## src/rtl/fp_add_scheduler.sv

```systemverilog
// fp_add_scheduler
//   Shares one combinational single-precision adder (floating_unit) among
//   NREQ requesters. A round-robin arbiter picks a requester in IDLE, its
//   operands are captured into op registers, held for SETTLE extra cycles
//   so the adder path may span several clocks, and the sum is registered
//   and offered on the response port until the consumer accepts it.
//
//   Ports:
//     clk, rst_n   clock, synchronous active-low reset
//     req_valid    per-requester request valid            [NREQ]
//     req_ready    per-requester accept, one-hot or zero  [NREQ]
//     req_a/req_b  packed operands, requester i at [32*i+31:32*i]
//     req_sub      per-requester op: 1 = A-B, 0 = A+B      [NREQ]
//     rsp_valid    response valid
//     rsp_ready    consumer accepts response
//     rsp_result   registered single-precision result
//     rsp_id       requester that owns rsp_result          [IDW]
//     busy         high whenever the FSM is not idle
//     rsp_flags    {nan, inf, zero} of rsp_result (only with FP_ADD_FLAGS_EN)
//
//   Build option: define FP_ADD_FLAGS_EN to add the rsp_flags output.

module fp_add_scheduler #(
    parameter int NREQ   = 4,
    parameter int IDW    = 2,
    parameter int SETTLE = 1
) (
    input  logic                clk,
    input  logic                rst_n,
    input  logic [NREQ-1:0]     req_valid,
    output logic [NREQ-1:0]     req_ready,
    input  logic [NREQ*32-1:0]  req_a,
    input  logic [NREQ*32-1:0]  req_b,
    input  logic [NREQ-1:0]     req_sub,
    output logic                rsp_valid,
    input  logic                rsp_ready,
    output logic [31:0]         rsp_result,
    output logic [IDW-1:0]      rsp_id,
    output logic                busy
`ifdef FP_ADD_FLAGS_EN
    ,
    output logic [2:0]          rsp_flags
`endif
);

    typedef enum logic [1:0] {IDLE, EXEC, RESP} state_t;

    localparam int unsigned NREQ_U   = NREQ;
    localparam logic [2:0]  CNT_INIT = 3'(SETTLE);

    state_t          state, state_nxt;
    logic [IDW-1:0]  ptr;
    logic [IDW-1:0]  grant_idx;
    logic [IDW-1:0]  cidx;
    logic            grant_found;
    int unsigned     cand;

    logic [31:0]     op_a, op_b;
    logic            op_sub;
    logic [IDW-1:0]  op_id;
    logic [2:0]      cnt;
    logic [31:0]     fu_result;

    floating_unit u_fu (
        .A      (op_a),
        .B      (op_b),
        .A_S    (op_sub),
        .result (fu_result)
    );

    // Round-robin search: first valid requester at or after ptr, wrapping.
    always_comb begin
        grant_found = 1'b0;
        grant_idx   = '0;
        cand        = 0;
        cidx        = '0;
        for (int unsigned j = 0; j < NREQ_U; j++) begin
            cand = (j + 32'(ptr)) % NREQ_U;
            cidx = IDW'(cand);
            if (!grant_found && req_valid[cidx]) begin
                grant_found = 1'b1;
                grant_idx   = cidx;
            end
        end
    end

    // State register
    always_ff @(posedge clk) begin
        if (!rst_n) state <= IDLE;
        else        state <= state_nxt;
    end

    // Next-state logic
    always_comb begin
        state_nxt = state;
        case (state)
            IDLE:    if (grant_found)  state_nxt = EXEC;
            EXEC:    if (cnt == '0)    state_nxt = RESP;
            RESP:    if (rsp_ready)    state_nxt = IDLE;
            default:                   state_nxt = IDLE;
        endcase
    end

    // Output logic
    always_comb begin
        req_ready = '0;
        if (state == IDLE && grant_found) req_ready[grant_idx] = 1'b1;
        busy = (state != IDLE);
    end

    // Datapath registers: operand capture, settle counter, response, pointer
    always_ff @(posedge clk) begin
        if (!rst_n) begin
            op_a       <= '0;
            op_b       <= '0;
            op_sub     <= 1'b0;
            op_id      <= '0;
            cnt        <= '0;
            rsp_valid  <= 1'b0;
            rsp_result <= '0;
            rsp_id     <= '0;
            ptr        <= '0;
`ifdef FP_ADD_FLAGS_EN
            rsp_flags  <= '0;
`endif
        end else begin
            case (state)
                IDLE: begin
                    if (grant_found) begin
                        op_a   <= req_a[32*grant_idx +: 32];
                        op_b   <= req_b[32*grant_idx +: 32];
                        op_sub <= req_sub[grant_idx];
                        op_id  <= grant_idx;
                        cnt    <= CNT_INIT;
                    end
                end
                EXEC: begin
                    if (cnt == '0) begin
                        rsp_result <= fu_result;
                        rsp_id     <= op_id;
                        rsp_valid  <= 1'b1;
`ifdef FP_ADD_FLAGS_EN
                        rsp_flags  <= {(fu_result[30:23] == 8'hFF) && (fu_result[22:0] != '0),
                                       (fu_result[30:23] == 8'hFF) && (fu_result[22:0] == '0),
                                       (fu_result[30:23] == '0)    && (fu_result[22:0] == '0)};
`endif
                    end else begin
                        cnt <= cnt - 3'd1;
                    end
                end
                RESP: begin
                    if (rsp_ready) begin
                        rsp_valid <= 1'b0;
                        // The owner of the response drops to lowest priority.
                        ptr <= (op_id == IDW'(NREQ - 1)) ? '0 : op_id + 1'b1;
                    end
                end
                default: ;
            endcase
        end
    end

endmodule

// floating_unit
//   Combinational IEEE-754 single-precision adder/subtractor, round to
//   nearest even, subnormals supported. Invalid operations (NaN input or
//   inf - inf) return the canonical NaN 0xFF800001.
//   Ports: A, B operands; A_S = 1 selects A-B; result is the rounded sum.
module floating_unit (
    input  logic [31:0] A,
    input  logic [31:0] B,
    input  logic        A_S,
    output logic [31:0] result
);

    logic        sa, sb, swap, sign_big, eff_sub, sticky, round_up;
    logic        nan_a, nan_b, inf_a, inf_b;
    logic [7:0]  ea, eb, e_big, e_small, d;
    logic [22:0] fa, fb;
    logic [23:0] m_big, m_small;
    logic [26:0] big_ext, small_ext, small_sh, lost, norm;
    logic [27:0] sum;
    logic [4:0]  lz, lshift;
    logic [8:0]  exp_n;
    logic [30:0] packed_res;

    always_comb begin
        sa    = A[31];
        sb    = B[31] ^ A_S;
        ea    = A[30:23];
        eb    = B[30:23];
        fa    = A[22:0];
        fb    = B[22:0];
        nan_a = (ea == 8'hFF) && (fa != '0);
        nan_b = (eb == 8'hFF) && (fb != '0);
        inf_a = (ea == 8'hFF) && (fa == '0);
        inf_b = (eb == 8'hFF) && (fb == '0);

        // Order operands by magnitude so the difference is never negative.
        swap     = (B[30:0] > A[30:0]);
        sign_big = swap ? sb : sa;
        eff_sub  = sa ^ sb;
        e_big    = swap ? eb : ea;
        e_small  = swap ? ea : eb;
        m_big    = swap ? {eb != '0, fb} : {ea != '0, fa};
        m_small  = swap ? {ea != '0, fa} : {eb != '0, fb};
        // Subnormals share the scale of exponent 1.
        if (e_big == '0)   e_big   = 8'd1;
        if (e_small == '0) e_small = 8'd1;
        d = e_big - e_small;

        // 24-bit significand followed by guard, round and sticky bits.
        big_ext   = {m_big, 3'b000};
        small_ext = {m_small, 3'b000};
        lost      = '0;
        if (d >= 8'd27) begin
            small_sh = '0;
            sticky   = |m_small;
        end else begin
            small_sh = small_ext >> d;
            lost     = small_ext << (8'd27 - d);
            sticky   = |lost;
        end
        small_sh[0] = small_sh[0] | sticky;

        sum = eff_sub ? ({1'b0, big_ext} - {1'b0, small_sh})
                      : ({1'b0, big_ext} + {1'b0, small_sh});

        lz = 5'd27;
        for (int unsigned i = 0; i < 27; i++) begin
            if (sum[i]) lz = 5'(26 - i);
        end

        lshift = '0;
        if (sum[27]) begin
            norm  = {sum[27:2], sum[1] | sum[0]};
            exp_n = {1'b0, e_big} + 9'd1;
        end else begin
            // Normalisation may not push the exponent below 1; what is left
            // unnormalised is encoded as a subnormal.
            lshift = ({3'b000, lz} < e_big) ? lz : 5'(e_big - 8'd1);
            norm   = sum[26:0] << lshift;
            exp_n  = {1'b0, e_big} - {4'b0000, lshift};
            if (!norm[26]) exp_n = '0;
        end

        // Adding the round bit into {exponent, fraction} carries naturally
        // into the exponent, including subnormal->normal and max->inf.
        round_up   = norm[2] & (norm[1] | norm[0] | norm[3]);
        packed_res = {exp_n[7:0], norm[25:3]} + {30'b0, round_up};

        if (nan_a || nan_b || (inf_a && inf_b && (sa != sb)))
            result = 32'hFF80_0001;
        else if (inf_a)
            result = {sa, 8'hFF, 23'b0};
        else if (inf_b)
            result = {sb, 8'hFF, 23'b0};
        else if (sum == '0)
            result = {sa & sb, 31'b0};
        else if (exp_n >= 9'd255)
            result = {sign_big, 8'hFF, 23'b0};
        else
            result = {sign_big, packed_res};
    end

endmodule

```

## config.mk

```make
export PLATFORM = sky130hd
export DESIGN_NAME = fp_add_scheduler
export DESIGN_NICKNAME = d
export VERILOG_FILES = /design/src/rtl/fp_add_scheduler.sv
export SDC_FILE = /design/constraint.sdc
export NUM_CORES = 1
export LEC_CHECK = 0
export ABC_AREA = 1
export BUFFER_PORTS_ARGS = -buffer_cell sky130_fd_sc_hd__buf_2
export CORE_MARGIN = 1.5
export CORE_UTILIZATION = 42
export CTS_CLUSTER_SIZE = 25
export DETAILED_ROUTE_END_ITERATION = 8
export PLACE_DENSITY = 0.71
export RECOVER_POWER = 50
export SLEW_MARGIN = 20
export SYNTH_ARGS = -nofsm -noshare
export SYNTH_HDL_FRONTEND = slang
export SYNTH_HIERARCHICAL = 1
export SYNTH_SLANG_ARGS = --single-unit
```

## constraint.sdc

```tcl
create_clock -name clk -period 22.2 [get_ports clk]
set_clock_uncertainty 0.05 [all_clocks]
set_input_delay 2.22 -clock clk [delete_from_list [all_inputs] [get_ports clk]]
set_output_delay 2.22 -clock clk [all_outputs]
set_load 0.005 [all_outputs]
```

==> results_dict.tcl, run 1 <==
set metrics [dict create \
    timing.slew.headroom -1.32 \
    ys_seq_elements 109 \
    dpl.cell_count 4382 \
    drive_gt1_frac 0.123 \
    dieArea_mm2 0.0478 \
    insertion_delay_ns 0.37 \
    max_stage_delay_ns 0.79 \
    r2r_start "op_a[6]" \
    antenna_cells 0 \
    instances_no_fill 4398 \
    period_share 0.699 \
    required_ns 22.41 \
    timing.critical_path.mode_cell "nand2_1" \
    hp-class "flop to flop" \
    num_io_pins 307 \
    yosys_warnings 6 \
    violations "capacitance limit, slew limit" \
    initial_core_util 0.428 \
    final_nets 4169 \
    htree_levels 3 \
    worst_ep_arrival_time_ns 15.74 \
    hold_depth 2 \
    ys_async_sr_fraction 0 \
    status "finished with violations" \
    setup-tns-final_ns 0 \
    fmax_mhz 64.4 \
    rrSetupSlack_ns 6.67 \
    grt_max_degree 104 \
    cts_buffers 9 \
    synth_fp_nets 4025 \
    fill_cells 5111 \
    grt_pass1_vias 21100 \
    cts.sinks 109 \
    multi_input_area_mm2 0.0139 \
    crit_end "rsp_result[16]" \
    crit_type "flop to flop" \
    yosysUniqueCellTypes 63 \
    layout_setup_ws_ns 6.67 \
    ys.flop_type "dfxtp_1" \
    clk_pin_slew_ns 0.08 \
    place_area_mm2 0.0209 \
    critPathMaxFanout 91 \
    cts-resized-gates 0 \
    endpoint_kind "flop" \
    syn_to_final_growth_pct 8.29 \
    drt-initial-drc-count 2570 \
    rr_endpoint "rsp_result[16]" \
    core_mm2 0.0457 \
    maxCapViolations 4 \
    setup_viol 0 \
    grt_usage 0.278 \
    crit_slowest_cell "clkinv_1" \
    syn_area_mm2 0.0195 \
    chipWidth_um 219 \
    rsz0062_at_grt "no" \
    ys_seq_area_frac 0.112 \
    place.gp.congestion 1.00 \
    fp-row-count 78 \
    ff_latch_area_mm2 0.00218 \
    drcViolationCount 0 \
    viasPerCell 5.43 \
    port_buffers 306 \
    crit_start "op_a[6]" \
    syn_area_per_cell_um2 5.35 \
    worstSetupStartpointType "flop" \
    vias 23900 \
    clockRootBuffer "clkbuf_16" \
    cts_tree "yes" \
    post_cts_buffers 0 \
    dp_hpwl_um 54300 \
    drtPass1Iterations 6 \
    antenna_found_initial 1 \
    worst_slew_pin_slew_ns 3.48 \
    final_max_slew_viol_count 253 \
    avgRoutedWirePerCell_um 15.5 \
    antenna_left 0 \
    clockBufferDepth 2 \
    fin_crit_ns 15.53 \
    rr_worst_depth 77 \
    die_h_um 219 \
    synth_edf_count 0 \
    drt-total-wl_um 68400 \
    pre_cts_ws_ns 6.97 \
    fin_area_mm2 0.0212 \
    hold_buffers 0 \
    grt_pass1_wl_um 108000 \
    grt.overflow.total 0 \
    hold_violations 0 \
    syn_inst 3649 \
]
-- worst max-delay path: cells and delay by family (launching register included) --
family	cells	cell delay, ns
flip-flops	1	0.40
AND/OR/NAND/NOR	41	6.41
AO/OA/AOI/OAI	14	2.71
adder cells (fa/ha/maj)	8	2.67
XOR/XNOR	2	0.38
buffers and inverters	12	2.76
-- metrics by stage --
stage | hold slack (ns) | util
after floorplan | 0.381 | -
after global placement | 0.402 | 0.458
after detailed placement | 0.407 | 0.458
after CTS | 0.419 | 0.465
after global routing | 0.431 | 0.463
final | 0.417 | 0.463
-- cell families after synthesis --
group           count (synthesis)  synth area share
simple gates                 2214             0.515
flops                         109             0.112
compound gates                350             0.104
fa+ha+maj                     109            0.0710
xor+xnor                       43            0.0197
mux                             5           0.00256
buf+inv                       819             0.177
-- sequential cells by signal (all words and copies together) (netlist names) --
signal      cells
rsp_result     32
cnt             3
rsp_valid       1
op_b           32
state           2
op_a           32
op_id           2
rsp_id          2
ptr             2
op_sub          1
-- placed cells by master, fill, tap and decap left out, drive strengths merged, types with 2 or more instances in the layout --
| cell | count |
|---|---|
| nand2 | 976 |
| inv | 622 |
| nand3 | 579 |
| nor2 | 414 |
| buf | 295 |
| nand4 | 181 |
| o21ai | 180 |
| dfxtp | 109 |
| ha | 106 |
| a21oi | 99 |
| clkbuf | 41 |
| nor3 | 32 |
| xor2 | 30 |
| nor4 | 17 |
| o211ai | 15 |
| xnor2 | 13 |
| a31oi | 10 |
| o31ai | 9 |
| a21o | 6 |
| clkinv | 6 |
| mux2i | 5 |
| o221ai | 5 |
| o21bai | 5 |
| or2 | 5 |
| nand3b | 4 |
| and2 | 4 |
| clkinvlp | 3 |
| o22ai | 3 |
| o2111ai | 3 |
| a21boi | 3 |
| a221o | 3 |
| fa | 3 |
| o21a | 2 |
| a211oi | 2 |
| a22oi | 2 |
-- cells in the mapped netlist, drive strengths merged, types with 6 or more instances --
library cell / n / area share
nand2: 976 / 0.20
inv: 621 / 0.12
nand3: 579 / 0.16
nor2: 414 / 0.085
nand4: 181 / 0.058
o21ai: 180 / 0.050
buf: 128 / 0.044
dfxtp: 109 / 0.11
ha: 106 / 0.068
a21oi: 99 / 0.026
clkbuf: 66 / 0.013
nor3: 32 / 0.0090
xor2: 30 / 0.014
nor4: 17 / 0.0054
o211ai: 15 / 0.0058
xnor2: 13 / 0.0058
a31oi: 10 / 0.0032
o31ai: 9 / 0.0037
a21o: 6 / 0.0023
-- worst min path at each step --
stage              start   endpoint
6_report       rsp_valid  rsp_valid
5_1_grt        rsp_valid  rsp_valid
4_1_cts        rsp_valid  rsp_valid
3_5_place_dp   rsp_valid  rsp_valid
3_3_place_gp      cnt[0]     cnt[0]
2_1_floorplan     cnt[0]     cnt[0]
-- per-layer routing --
metal | part of all wire | track usage
met1 | 0.42 | 0.359
met2 | 0.45 | 0.450
met5 | 0.00015 | 0
met3 | 0.075 | 0.0347
met4 | 0.053 | 0.149
-- final cells by class --
cell class                      instances  share of cell area
Clock inverter                          7             0.00396
Timing Repair Buffer                  327              0.0777
Tap cell                              600              0.0355
Multi-Input combinational cell       2721               0.658
Clock buffer                            9              0.0106
Inverter                              625               0.111
Sequential cell                       109               0.103
Power of run 1 is left out: the tool's default activity adds up to more than one toggle a clock period on the data nets, which glitch-free logic cannot reach.
==> run 2: changes to the inputs <==
clock period = 15.4 ns   (was 22.2 ns; I/O delays follow)
==> run 2 against run 1 <==
  * The flow still finishes with violations (capacitance limit, slew limit)
  * Wire length rose by 4.4%
  * Clock-buffer cell count grew 3
  * Cell area grew 0.85%
  * Sequential share of layout area down 0.087 points
  * First-iteration DRC count fell by 13%
  * Die area did not move
  * Register-to-register slack got worse by 5.1 ns
  * Critical path depth grew 4
  * Largest cell class unchanged
==> results_dict.tcl, run 2 (synthesis results as in run 1) <==
set metrics [dict create \
    worst_ep_arrival_time_ns 14.06 \
    num_io_pins 307 \
    layout_setup_ws_ns 1.54 \
    critPathMaxFanout 25 \
    antenna_found_initial 3 \
    setup-tns-final_ns 0 \
    drtPass1Iterations 6 \
    clockBufferDepth 2 \
    worst_slew_pin_slew_ns 3.39 \
    grt_usage 0.288 \
    die_h_um 219 \
    port_buffers 306 \
    grt.overflow.total 0 \
    insertion_delay_ns 0.36 \
    grt_pass1_wl_um 111000 \
    crit_type "flop to flop" \
    dp_hpwl_um 55800 \
    hold_depth 2 \
    setup_viol 0 \
    dieArea_mm2 0.0478 \
    drt-initial-drc-count 2247 \
    required_ns 15.60 \
    place.gp.congestion 0.984 \
    avgRoutedWirePerCell_um 16.2 \
    rr_worst_depth 81 \
    grt_pass1_vias 21300 \
    hp-class "flop to flop" \
    cts_tree "yes" \
    rrSetupSlack_ns 1.54 \
    rsz0062_at_grt "no" \
    max_stage_delay_ns 0.50 \
    syn_to_final_growth_pct 9.21 \
    dpl.cell_count 4385 \
    antenna_left 0 \
    final_cell_mix "nand2_1 (927), inv_1 (590), nand3_1 (554)" \
    drive_gt1_frac 0.128 \
    violations "capacitance limit, slew limit" \
    status "finished with violations" \
    grt_max_degree 96 \
    endpoint_kind "flop" \
    drcViolationCount 0 \
    instances_no_fill 4418 \
    initial_core_util 0.428 \
    layout_commonest_cell "nand2_1" \
    drt-total-wl_um 71400 \
    crit_start "op_a[22]" \
    vias 24100 \
    final_max_slew_viol_count 258 \
    hold_violations 0 \
    clk_pin_slew_ns 0.08 \
    pre_cts_ws_ns 0.819 \
    reg.largest.list "op_a x32, op_b x32, rsp_result x32" \
    maxCapViolations 4 \
    chipWidth_um 219 \
    worstSetupStartpointType "flop" \
    timing.critical_path.mode_cell "nand2_1" \
    crit_slowest_cell "nor3_1" \
    cts_buffers 9 \
    r2r_start "op_a[22]" \
    core_mm2 0.0457 \
    rr_endpoint "rsp_result[28]" \
    htree_levels 3 \
    fin_crit_ns 13.86 \
    fmax_mhz 72.2 \
    min_from "rsp_valid" \
    final_nets 4187 \
    period_share 0.900 \
    holdPathEnd "rsp_valid" \
    clockRootBuffer "clkbuf_16" \
    cts.sinks 109 \
    viasPerCell 5.44 \
    timing.slew.headroom -1.26 \
    fp-row-count 78 \
]
run 2: worst max-delay path by stage:
stage                                 to  cells past startpoint  slack (ns)
after CTS                 rsp_result[17]                     84        0.77
after detailed placement  rsp_result[22]                     84        0.82
after global routing      rsp_result[28]                     84        0.08
after floorplan           rsp_result[10]                     89        2.61
after global placement     rsp_result[1]                     84        1.20
final                     rsp_result[28]                     81        1.54
run 2: critical path: cells and delay by family, from the launching register on:
kind | cells | cell delay (ns)
and+or+nand+nor | 40 | 5.64
adders and majority gates | 6 | 1.82
xor gates and xnor gates | 1 | 0.21
AOI/OAI and AO/OA | 22 | 4.02
buffers and inverters | 12 | 1.51
DFF | 1 | 0.46
run 2: what timing repair did:
action / 4_1_cts / 5_1_grt
hold endpoints to repair: 0 / 0
gates resized for setup: 0 / 15
hold buffers: 0 / 0
buffers inserted: 0 / 12
setup endpoints to repair: 0 / 31
run 2: final cells by class:
cell class,count,area (µm²)
fillers,5151,24300
repair buffers,342,1760
diodes,2,5.00
clock inverters,4,32.5
well taps,600,751
multi-input cells,2724,14000
inverters,625,2360
clock buffers,12,246
flip-flops and latches,109,2180
run 2: per-stage QoR:
stage,instance area (µm²),utilization,hold WS (ns)
after floorplan,19500,-,0.381
after detailed placement,20900,0.458,0.406
after global routing,21300,0.467,0.430
after CTS,21200,0.465,0.420
final,21300,0.467,0.423
after global placement,20900,0.458,0.402
run 2: per-layer routing:
layer,share of wire,vias to the layer above,global-route usage
met1,0.42,10800,0.374
met2,0.45,1040,0.471
li1,-,12100,-
met4,0.044,2,0.126
met5,0.00014,-,0
met3,0.079,147,0.0423
Power of run 2 is left out for the same reason.
